==> src/rtl/tl_ul_arbiter_2to1.sv <==
// tl_ul_arbiter_2to1: two-client TileLink-UL arbiter onto one A/D port.
// Define TLARB_FIXED_PRIO_EN for fixed client0 priority; round-robin otherwise.
module tl_ul_arbiter_2to1 #(
    parameter int unsigned MAX_OUTSTANDING = 4
) (
    input  logic        clock,
    input  logic        reset,
    output logic        auto_in0_a_ready,
    input  logic        auto_in0_a_valid,
    input  logic [2:0]  auto_in0_a_bits_opcode,
    input  logic [2:0]  auto_in0_a_bits_param,
    input  logic [2:0]  auto_in0_a_bits_size,
    input  logic [4:0]  auto_in0_a_bits_source,
    input  logic [12:0] auto_in0_a_bits_address,
    input  logic [7:0]  auto_in0_a_bits_mask,
    input  logic [63:0] auto_in0_a_bits_data,
    input  logic        auto_in0_a_bits_corrupt,
    input  logic        auto_in0_d_ready,
    output logic        auto_in0_d_valid,
    output logic [2:0]  auto_in0_d_bits_opcode,
    output logic [2:0]  auto_in0_d_bits_size,
    output logic [4:0]  auto_in0_d_bits_source,
    output logic [63:0] auto_in0_d_bits_data,
    output logic        auto_in1_a_ready,
    input  logic        auto_in1_a_valid,
    input  logic [2:0]  auto_in1_a_bits_opcode,
    input  logic [2:0]  auto_in1_a_bits_param,
    input  logic [2:0]  auto_in1_a_bits_size,
    input  logic [4:0]  auto_in1_a_bits_source,
    input  logic [12:0] auto_in1_a_bits_address,
    input  logic [7:0]  auto_in1_a_bits_mask,
    input  logic [63:0] auto_in1_a_bits_data,
    input  logic        auto_in1_a_bits_corrupt,
    input  logic        auto_in1_d_ready,
    output logic        auto_in1_d_valid,
    output logic [2:0]  auto_in1_d_bits_opcode,
    output logic [2:0]  auto_in1_d_bits_size,
    output logic [4:0]  auto_in1_d_bits_source,
    output logic [63:0] auto_in1_d_bits_data,
    input  logic        auto_out_a_ready,
    output logic        auto_out_a_valid,
    output logic [2:0]  auto_out_a_bits_opcode,
    output logic [2:0]  auto_out_a_bits_param,
    output logic [2:0]  auto_out_a_bits_size,
    output logic [5:0]  auto_out_a_bits_source,
    output logic [12:0] auto_out_a_bits_address,
    output logic [7:0]  auto_out_a_bits_mask,
    output logic [63:0] auto_out_a_bits_data,
    output logic        auto_out_a_bits_corrupt,
    output logic        auto_out_d_ready,
    input  logic        auto_out_d_valid,
    input  logic [2:0]  auto_out_d_bits_opcode,
    input  logic [2:0]  auto_out_d_bits_size,
    input  logic [5:0]  auto_out_d_bits_source,
    input  logic [63:0] auto_out_d_bits_data
);

    typedef enum logic {S_IDLE, S_BURST} state_e;

    localparam logic [2:0] MAX_Q = 3'(MAX_OUTSTANDING);

    // Index of the last beat: 2^size/8 - 1 for data-carrying messages.
    function automatic logic [2:0] last_beat(input logic multi,
                                             input logic [2:0] size);
        logic [2:0] r;
        r = 3'd0;
        if (multi) begin
            case (size)
                3'd4:       r = 3'd1;
                3'd5:       r = 3'd3;
                3'd6, 3'd7: r = 3'd7;
                default:    r = 3'd0;
            endcase
        end
        return r;
    endfunction

    state_e     state_q;
    logic       owner_q;
    logic [2:0] abeat_q;
    logic [2:0] dbeat_q;
    logic [2:0] cnt0_q, cnt0_d;
    logic [2:0] cnt1_q, cnt1_d;
`ifndef TLARB_FIXED_PRIO_EN
    logic       ptr_q;
`endif

    logic elig0, elig1, idle_any, idle_sel, burst, sel;
    logic a_vld, a_fire, a_last;
    logic [2:0] a_op, a_sz, a_last_idx;
    logic d_sel, d_rdy, d_fire, d_last;
    logic inc0, inc1, dec0, dec1;

    assign elig0    = auto_in0_a_valid && (cnt0_q < MAX_Q);
    assign elig1    = auto_in1_a_valid && (cnt1_q < MAX_Q);
    assign idle_any = elig0 || elig1;
`ifdef TLARB_FIXED_PRIO_EN
    assign idle_sel = !elig0;
`else
    assign idle_sel = (elig0 && elig1) ? ptr_q : elig1;
`endif
    assign burst = (state_q == S_BURST);
    assign sel   = burst ? owner_q : idle_sel;

    // A channel: the granted client's message passes straight through.
    assign a_vld = burst ? (sel ? auto_in1_a_valid : auto_in0_a_valid)
                         : idle_any;
    assign a_op  = sel ? auto_in1_a_bits_opcode : auto_in0_a_bits_opcode;
    assign a_sz  = sel ? auto_in1_a_bits_size : auto_in0_a_bits_size;

    assign auto_out_a_valid        = reset && a_vld;
    assign auto_out_a_bits_opcode  = a_op;
    assign auto_out_a_bits_size    = a_sz;
    assign auto_out_a_bits_param   = sel ? auto_in1_a_bits_param
                                         : auto_in0_a_bits_param;
    assign auto_out_a_bits_source  = sel ? {1'b1, auto_in1_a_bits_source}
                                         : {1'b0, auto_in0_a_bits_source};
    assign auto_out_a_bits_address = sel ? auto_in1_a_bits_address
                                         : auto_in0_a_bits_address;
    assign auto_out_a_bits_mask    = sel ? auto_in1_a_bits_mask
                                         : auto_in0_a_bits_mask;
    assign auto_out_a_bits_data    = sel ? auto_in1_a_bits_data
                                         : auto_in0_a_bits_data;
    assign auto_out_a_bits_corrupt = sel ? auto_in1_a_bits_corrupt
                                         : auto_in0_a_bits_corrupt;

    assign auto_in0_a_ready = reset && a_vld && auto_out_a_ready && !sel;
    assign auto_in1_a_ready = reset && a_vld && auto_out_a_ready && sel;

    assign a_fire     = auto_out_a_valid && auto_out_a_ready;
    assign a_last_idx = last_beat(a_op[2:1] == 2'b00, a_sz);
    assign a_last     = burst ? (abeat_q == a_last_idx) : (a_last_idx == 3'd0);

    // D channel: steered back by the client tag in source[5].
    assign d_sel = auto_out_d_bits_source[5];
    assign d_rdy = d_sel ? auto_in1_d_ready : auto_in0_d_ready;

    assign auto_out_d_ready = reset && d_rdy;
    assign auto_in0_d_valid = reset && auto_out_d_valid && !d_sel;
    assign auto_in1_d_valid = reset && auto_out_d_valid && d_sel;

    assign auto_in0_d_bits_opcode = auto_out_d_bits_opcode;
    assign auto_in0_d_bits_size   = auto_out_d_bits_size;
    assign auto_in0_d_bits_source = auto_out_d_bits_source[4:0];
    assign auto_in0_d_bits_data   = auto_out_d_bits_data;
    assign auto_in1_d_bits_opcode = auto_out_d_bits_opcode;
    assign auto_in1_d_bits_size   = auto_out_d_bits_size;
    assign auto_in1_d_bits_source = auto_out_d_bits_source[4:0];
    assign auto_in1_d_bits_data   = auto_out_d_bits_data;

    assign d_fire = auto_out_d_valid && auto_out_d_ready;
    assign d_last = dbeat_q == last_beat(auto_out_d_bits_opcode == 3'd1,
                                         auto_out_d_bits_size);

    assign inc0 = a_fire && !burst && !sel;
    assign inc1 = a_fire && !burst && sel;
    assign dec0 = d_fire && d_last && !d_sel;
    assign dec1 = d_fire && d_last && d_sel;

    // Outstanding counters: simultaneous issue and completion cancel out.
    always_comb begin
        cnt0_d = cnt0_q;
        cnt1_d = cnt1_q;
        if (inc0 && !dec0) cnt0_d = cnt0_q + 3'd1;
        if (dec0 && !inc0) cnt0_d = cnt0_q - 3'd1;
        if (inc1 && !dec1) cnt1_d = cnt1_q + 3'd1;
        if (dec1 && !inc1) cnt1_d = cnt1_q - 3'd1;
    end

    // Grant FSM, burst/response beat tracking and outstanding counts.
    always_ff @(posedge clock) begin
        if (!reset) begin
            state_q <= S_IDLE;
            owner_q <= 1'b0;
            abeat_q <= 3'd0;
            dbeat_q <= 3'd0;
            cnt0_q  <= 3'd0;
            cnt1_q  <= 3'd0;
`ifndef TLARB_FIXED_PRIO_EN
            ptr_q   <= 1'b0;
`endif
        end else begin
            cnt0_q <= cnt0_d;
            cnt1_q <= cnt1_d;
            if (a_fire) begin
                if (!burst) begin
                    if (!a_last) begin
                        state_q <= S_BURST;
                        owner_q <= sel;
                        abeat_q <= 3'd1;
                    end
                end else if (a_last) begin
                    state_q <= S_IDLE;
                    abeat_q <= 3'd0;
                end else begin
                    abeat_q <= abeat_q + 3'd1;
                end
`ifndef TLARB_FIXED_PRIO_EN
                if (a_last) ptr_q <= !sel;
`endif
            end
            if (d_fire) begin
                dbeat_q <= d_last ? 3'd0 : dbeat_q + 3'd1;
            end
        end
    end

endmodule

==> config.mk <==
export PLATFORM = sky130hd
export DESIGN_NAME = tl_ul_arbiter_2to1
export DESIGN_NICKNAME = d
export VERILOG_FILES = /design/src/rtl/tl_ul_arbiter_2to1.sv
export SDC_FILE = /design/constraint.sdc
export NUM_CORES = 1
export LEC_CHECK = 0
export BUFFER_PORTS_ARGS = -buffer_cell sky130_fd_sc_hd__buf_2
export CORE_AREA = 2 2 208 210
export CTS_CLUSTER_DIAMETER = 40
export DETAILED_ROUTE_END_ITERATION = 12
export DIE_AREA = 0 0 210 212
export PLACE_DENSITY_LB_ADDON = 0.3
export SETUP_SLACK_MARGIN = 0.5
export SYNTH_ARGS = -nofsm -noshare
export SYNTH_HDL_FRONTEND = slang
export SYNTH_SLANG_ARGS = --single-unit
export TNS_END_PERCENT = 10
==> constraint.sdc <==
create_clock -name clock -period 2.7 [get_ports clock]
set_input_delay 0 -clock clock [delete_from_list [all_inputs] [get_ports clock]]
set_output_delay 0 -clock clock [all_outputs]
set_load 0.05 [all_outputs]
==> flow_summary.rst <==
.. list-table::
   :header-rows: 1

   * - Metric
     - Value
   * - Outcome
     - complete, no violations
   * - Final worst slack
     - 0.417 ns
   * - Maximum clock rate
     - 438 MHz
   * - Crit Path Max Fanout
     - 5
   * - Count of cell types in the netlist
     - 43
   * - Largest net degree at the start of global routing
     - 64
   * - Worst Path Buf+Inv
     - 2
   * - Power per cell area
     - 393 nW/um^2
   * - Area enclosed by the die boundary
     - 44500 sq um
   * - Shortest period the worst path allows
     - 2.28 ns
   * - Overflow left after global routing
     - 0
   * - Hold Path Cell Cnt
     - 0
   * - Final number of max-transition violations
     - 0
   * - Unrepaired setup endpoints after global routing
     - true
   * - Number of search-and-repair iterations in the first detailed-routing pass
     - 4
   * - Average via count per standard cell
     - 3.16
   * - Type of element launching the critical path
     - register
   * - Worst Setup Path Type
     - register to register
   * - Design Power
     - 1.92 mW
   * - First-pass GRT wire length
     - 24300 um
   * - Worst setup slack after placement
     - 0.171 ns
   * - Synth Area per Inst
     - 5.74 sq um
   * - Total of fill cells in the finished design
     - 5007
   * - Antenna violations before repair
     - 4
   * - Largest cells by area after synthesis
     - sky130_fd_sc_hd__nand2_1 33%, sky130_fd_sc_hd__buf_4 33%, sky130_fd_sc_hd__dfxtp_1 8.7%
   * - Worst r2r path cells
     - 10
   * - Total core area
     - 42500 sq um
   * - Yosys top cell by area
     - sky130_fd_sc_hd__nand2_1
   * - FF-to-FF setup slack
     - 0.42 ns
   * - Number of remaining DRC errors
     - 0
   * - Initial cell density of the core
     - 8.17%
   * - Gate Count Post-Synth
     - 605
   * - I/O pin total
     - 541
   * - IO buf count
     - 333
   * - Cell area after layout
     - 4890 sq um
   * - Area after DPL
     - 4680 sq um
   * - Placer Congestion
     - 0.720
   * - Total of flip-flops plus latches after synthesis
     - 15
   * - CP required
     - 2.87 ns
   * - Layout Skew
     - 0.00490 ns
   * - Post-Route Setup TNS
     - 0 ns
   * - Netlist area before placement
     - 3470 sq um
   * - Die H
     - 212 um
   * - Total of endpoints with negative setup slack in the final report
     - 0
   * - Total Wirelength
     - 18800 um
   * - Delay contributed by the slowest stage of the critical path
     - 0.53 ns
   * - Latest clock arrival within the worst-skew pair
     - 0.24 ns
   * - H-tree depth
     - 1
   * - Overall routing resource usage
     - 7.34%
   * - Prevailing post-synth register cell
     - sky130_fd_sc_hd__dfxtp_1
   * - Start point of the worst min-delay path
     - auto_out_d_bits_data[0]
   * - Number of global-route vias before repair
     - 3713
   * - Share of final-layout standard cells stronger than drive strength 1
     - 47.9%
   * - R2R Path End
     - cnt1_q[2]$_SDFFE_PN0P_
   * - Clk Tree Root Cell
     - sky130_fd_sc_hd__clkbuf_16
   * - Max Root-Sink Buffers
     - 2
   * - Initial drt markers
     - 148
   * - Clock tree from TritonCTS
     - done
   * - Placed Cells
     - 1315
   * - Category of the worst setup path capture point
     - register
   * - Total number of yosys warnings
     - 0
   * - Row count
     - 76
   * - Area Overhead vs Synth
     - 41.0%
   * - Post-detailed-route wirelength per cell
     - 14.2 um
   * - R2r startpoint
     - cnt0_q[2]$_SDFFE_PN0P_
   * - Final std cells w/o fill
     - 1326
   * - Area share of the leading cell type in the synthesized netlist
     - 33.3%
   * - Number of flops mapped to enable cells by yosys
     - 0
   * - Slew Limit Headroom
     - 70.7%
   * - Total nets after synthesis
     - 895
   * - Clock slew seen by the registers of the worst setup and hold paths
     - 0.05 ns
   * - Number of nets in the final layout
     - 1070
   * - Clock sink total
     - 15
   * - VDD IR max
     - 0.000174 V
   * - P_leak
     - 2.73 nW
   * - Hold Vio Cnt, Final
     - 0
   * - Die X-Extent
     - 210 um
   * - CP max stage cell
     - sky130_fd_sc_hd__or4b_4
   * - Transition time at the pin with the least slew margin
     - 0.436 ns
   * - Ratio of final minimum period to clock period
     - 84.6%
   * - Chain of cells forming the critical path
     - or4b_4, o211ai_4, inv_4, nand2_4, ha_4, inv_2, fa_2, xor2_1, or3_1, a21oi_1
   * - Vias post-DR
     - 4190
   * - Tightest Hold Check Type
     - input pin to primary output
   * - Kind of cell adding the most delay to the critical path
     - simple AND/OR/NAND/NOR gates
   * - Data arrival at the endpoint of the critical path
     - 2.45 ns
   * - Clock buffers created by TritonCTS
     - 3
   * - Hold Crit Endpoint
     - auto_in0_d_bits_data[0]
   * - Number of max-cap violations
     - 0
   * - Antenna violation net count after detailed routing
     - 0
   * - Hpwl dp
     - 16000 um
   * - Share of the yosys chip area belonging to registers
     - 8.65%
   * - Stages on worst setup path
     - 10
   * - Async S/R FF share, synth
     - 0%
==> cell usage after synthesis, types with 4 or more instances <==
library cell               number
sky130_fd_sc_hd__nand2_1      308
sky130_fd_sc_hd__nor2b_1        7
sky130_fd_sc_hd__o21ai_0        6
sky130_fd_sc_hd__nor2_1        19
sky130_fd_sc_hd__a21oi_1        7
sky130_fd_sc_hd__inv_1          8
sky130_fd_sc_hd__xnor2_1        4
sky130_fd_sc_hd__clkbuf_1      24
sky130_fd_sc_hd__mux2i_1        4
sky130_fd_sc_hd__dfxtp_1       15
sky130_fd_sc_hd__buf_4        151
sky130_fd_sc_hd__ha_1           4
sky130_fd_sc_hd__xor2_1         5
sky130_fd_sc_hd__nor3_1         4
==> report_power, final <==
group	internal (mW)	leakage [nW]	switching, mW
registers	0.229	0.123	0.00536
clock network	0.198	0.0409	0.0931
logic	0.372	2.57	1.03
total	0.799	2.73	1.12
==> how the worst max path moves through the flow <==
stage	start	endpoint
floorplan	burst$_SDFFE_PN0P_	cnt1_q[2]$_SDFFE_PN0P_
global placement	auto_out_d_bits_opcode[1]	cnt0_q[2]$_SDFFE_PN0P_
detailed placement	auto_out_d_bits_opcode[1]	cnt0_q[2]$_SDFFE_PN0P_
CTS	ptr_q$_SDFFE_PN0P_	cnt1_q[2]$_SDFFE_PN0P_
global route	dbeat_q[2]$_SDFFE_PN0P_	cnt0_q[2]$_SDFFE_PN0P_
finish	cnt0_q[2]$_SDFFE_PN0P_	cnt1_q[2]$_SDFFE_PN0P_
==> registers in the layout, indices dropped and copies added, names as in the netlist <==
register and count:
abeat_q 3, cnt0_q 3, cnt1_q 3, dbeat_q 3, burst 1, owner_q 1
ptr_q 1
==> cell type report <==
| type | instances | area (sq um) | share of cell area, % |
|---|---|---|---|
| multi-input cells | 405 | 1950 | 39.9 |
| diodes | 1 | 2.50 | 0.0511 |
| well taps | 546 | 683 | 14.0 |
| clock buffers | 3 | 75.1 | 1.53 |
| inverters | 9 | 36.3 | 0.741 |
| flip-flops and latches | 15 | 304 | 6.21 |
| clock inverters | 1 | 5.00 | 0.102 |
| repair buffers | 346 | 1830 | 37.5 |
==> layer usage <==
metal	share of wire [%]	vias up	global-route usage [%]
met5	0.24	-	0
met4	3.1	6	2.25
met3	14	28	3.96
met2	45	351	11.8
met1	37	1744	8.31
li1	-	2061	-
==> layout by cell type, fill, tap and decap left out, types with 2 or more instances in the layout <==
cell / count
sky130_fd_sc_hd__a21oi_1: 5
sky130_fd_sc_hd__a21oi_2: 2
sky130_fd_sc_hd__and3_1: 2
sky130_fd_sc_hd__buf_12: 3
sky130_fd_sc_hd__buf_2: 332
sky130_fd_sc_hd__buf_4: 8
sky130_fd_sc_hd__clkbuf_16: 4
sky130_fd_sc_hd__dfxtp_1: 12
sky130_fd_sc_hd__dfxtp_2: 3
sky130_fd_sc_hd__fa_2: 2
sky130_fd_sc_hd__ha_1: 2
sky130_fd_sc_hd__inv_1: 7
sky130_fd_sc_hd__mux2i_1: 4
sky130_fd_sc_hd__nand2_1: 307
sky130_fd_sc_hd__nand2b_1: 3
sky130_fd_sc_hd__nand3_1: 3
sky130_fd_sc_hd__nor2_1: 19
sky130_fd_sc_hd__nor2b_1: 6
sky130_fd_sc_hd__nor3_1: 4
sky130_fd_sc_hd__nor3b_2: 2
sky130_fd_sc_hd__o21a_1: 2
sky130_fd_sc_hd__o21ai_0: 6
sky130_fd_sc_hd__or3_1: 3
sky130_fd_sc_hd__xnor2_1: 4
sky130_fd_sc_hd__xor2_1: 5
==> timing repair <==
| item | 4_1_cts | 5_1_grt |
|---|---|---|
| gates cloned | 0 | 1 |
| endpoints found under the setup margin | 83 | 58 |
| pin swaps | 6 | 5 |
| hold buffers | 0 | 0 |
| gates resized for setup | 9 | 10 |
| buffers inserted | 2 | 3 |
==> through the flow <==
step                      util [%]  hold WS [ns]
after floorplan                  -         0.138
after global placement        11.0      0.000497
after detailed placement      11.0      0.000497
after CTS                     11.3      0.000497
after global routing          11.5      0.000422
final                         11.5      0.000140
==> cell families (layout without fill, tap and decap cells) <==
| kind of cell | after synthesis | count (layout) | share of synthesized area [%] |
|---|---|---|---|
| AND/OR/NAND/NOR | 355 | 355 | 40.9 |
| buffers and inverters | 185 | 359 | 36.4 |
| AO/OA/AOI/OAI | 30 | 30 | 7.32 |
| flip-flops | 15 | 15 | 8.65 |
| XOR/XNOR | 9 | 9 | 2.27 |
| adder cells (fa/ha/maj) | 6 | 6 | 2.60 |
| multiplexers | 5 | 5 | 1.80 |
| other | 0 | 1 | 0 |
No activity file was read; power rests on OpenSTA's default activity.
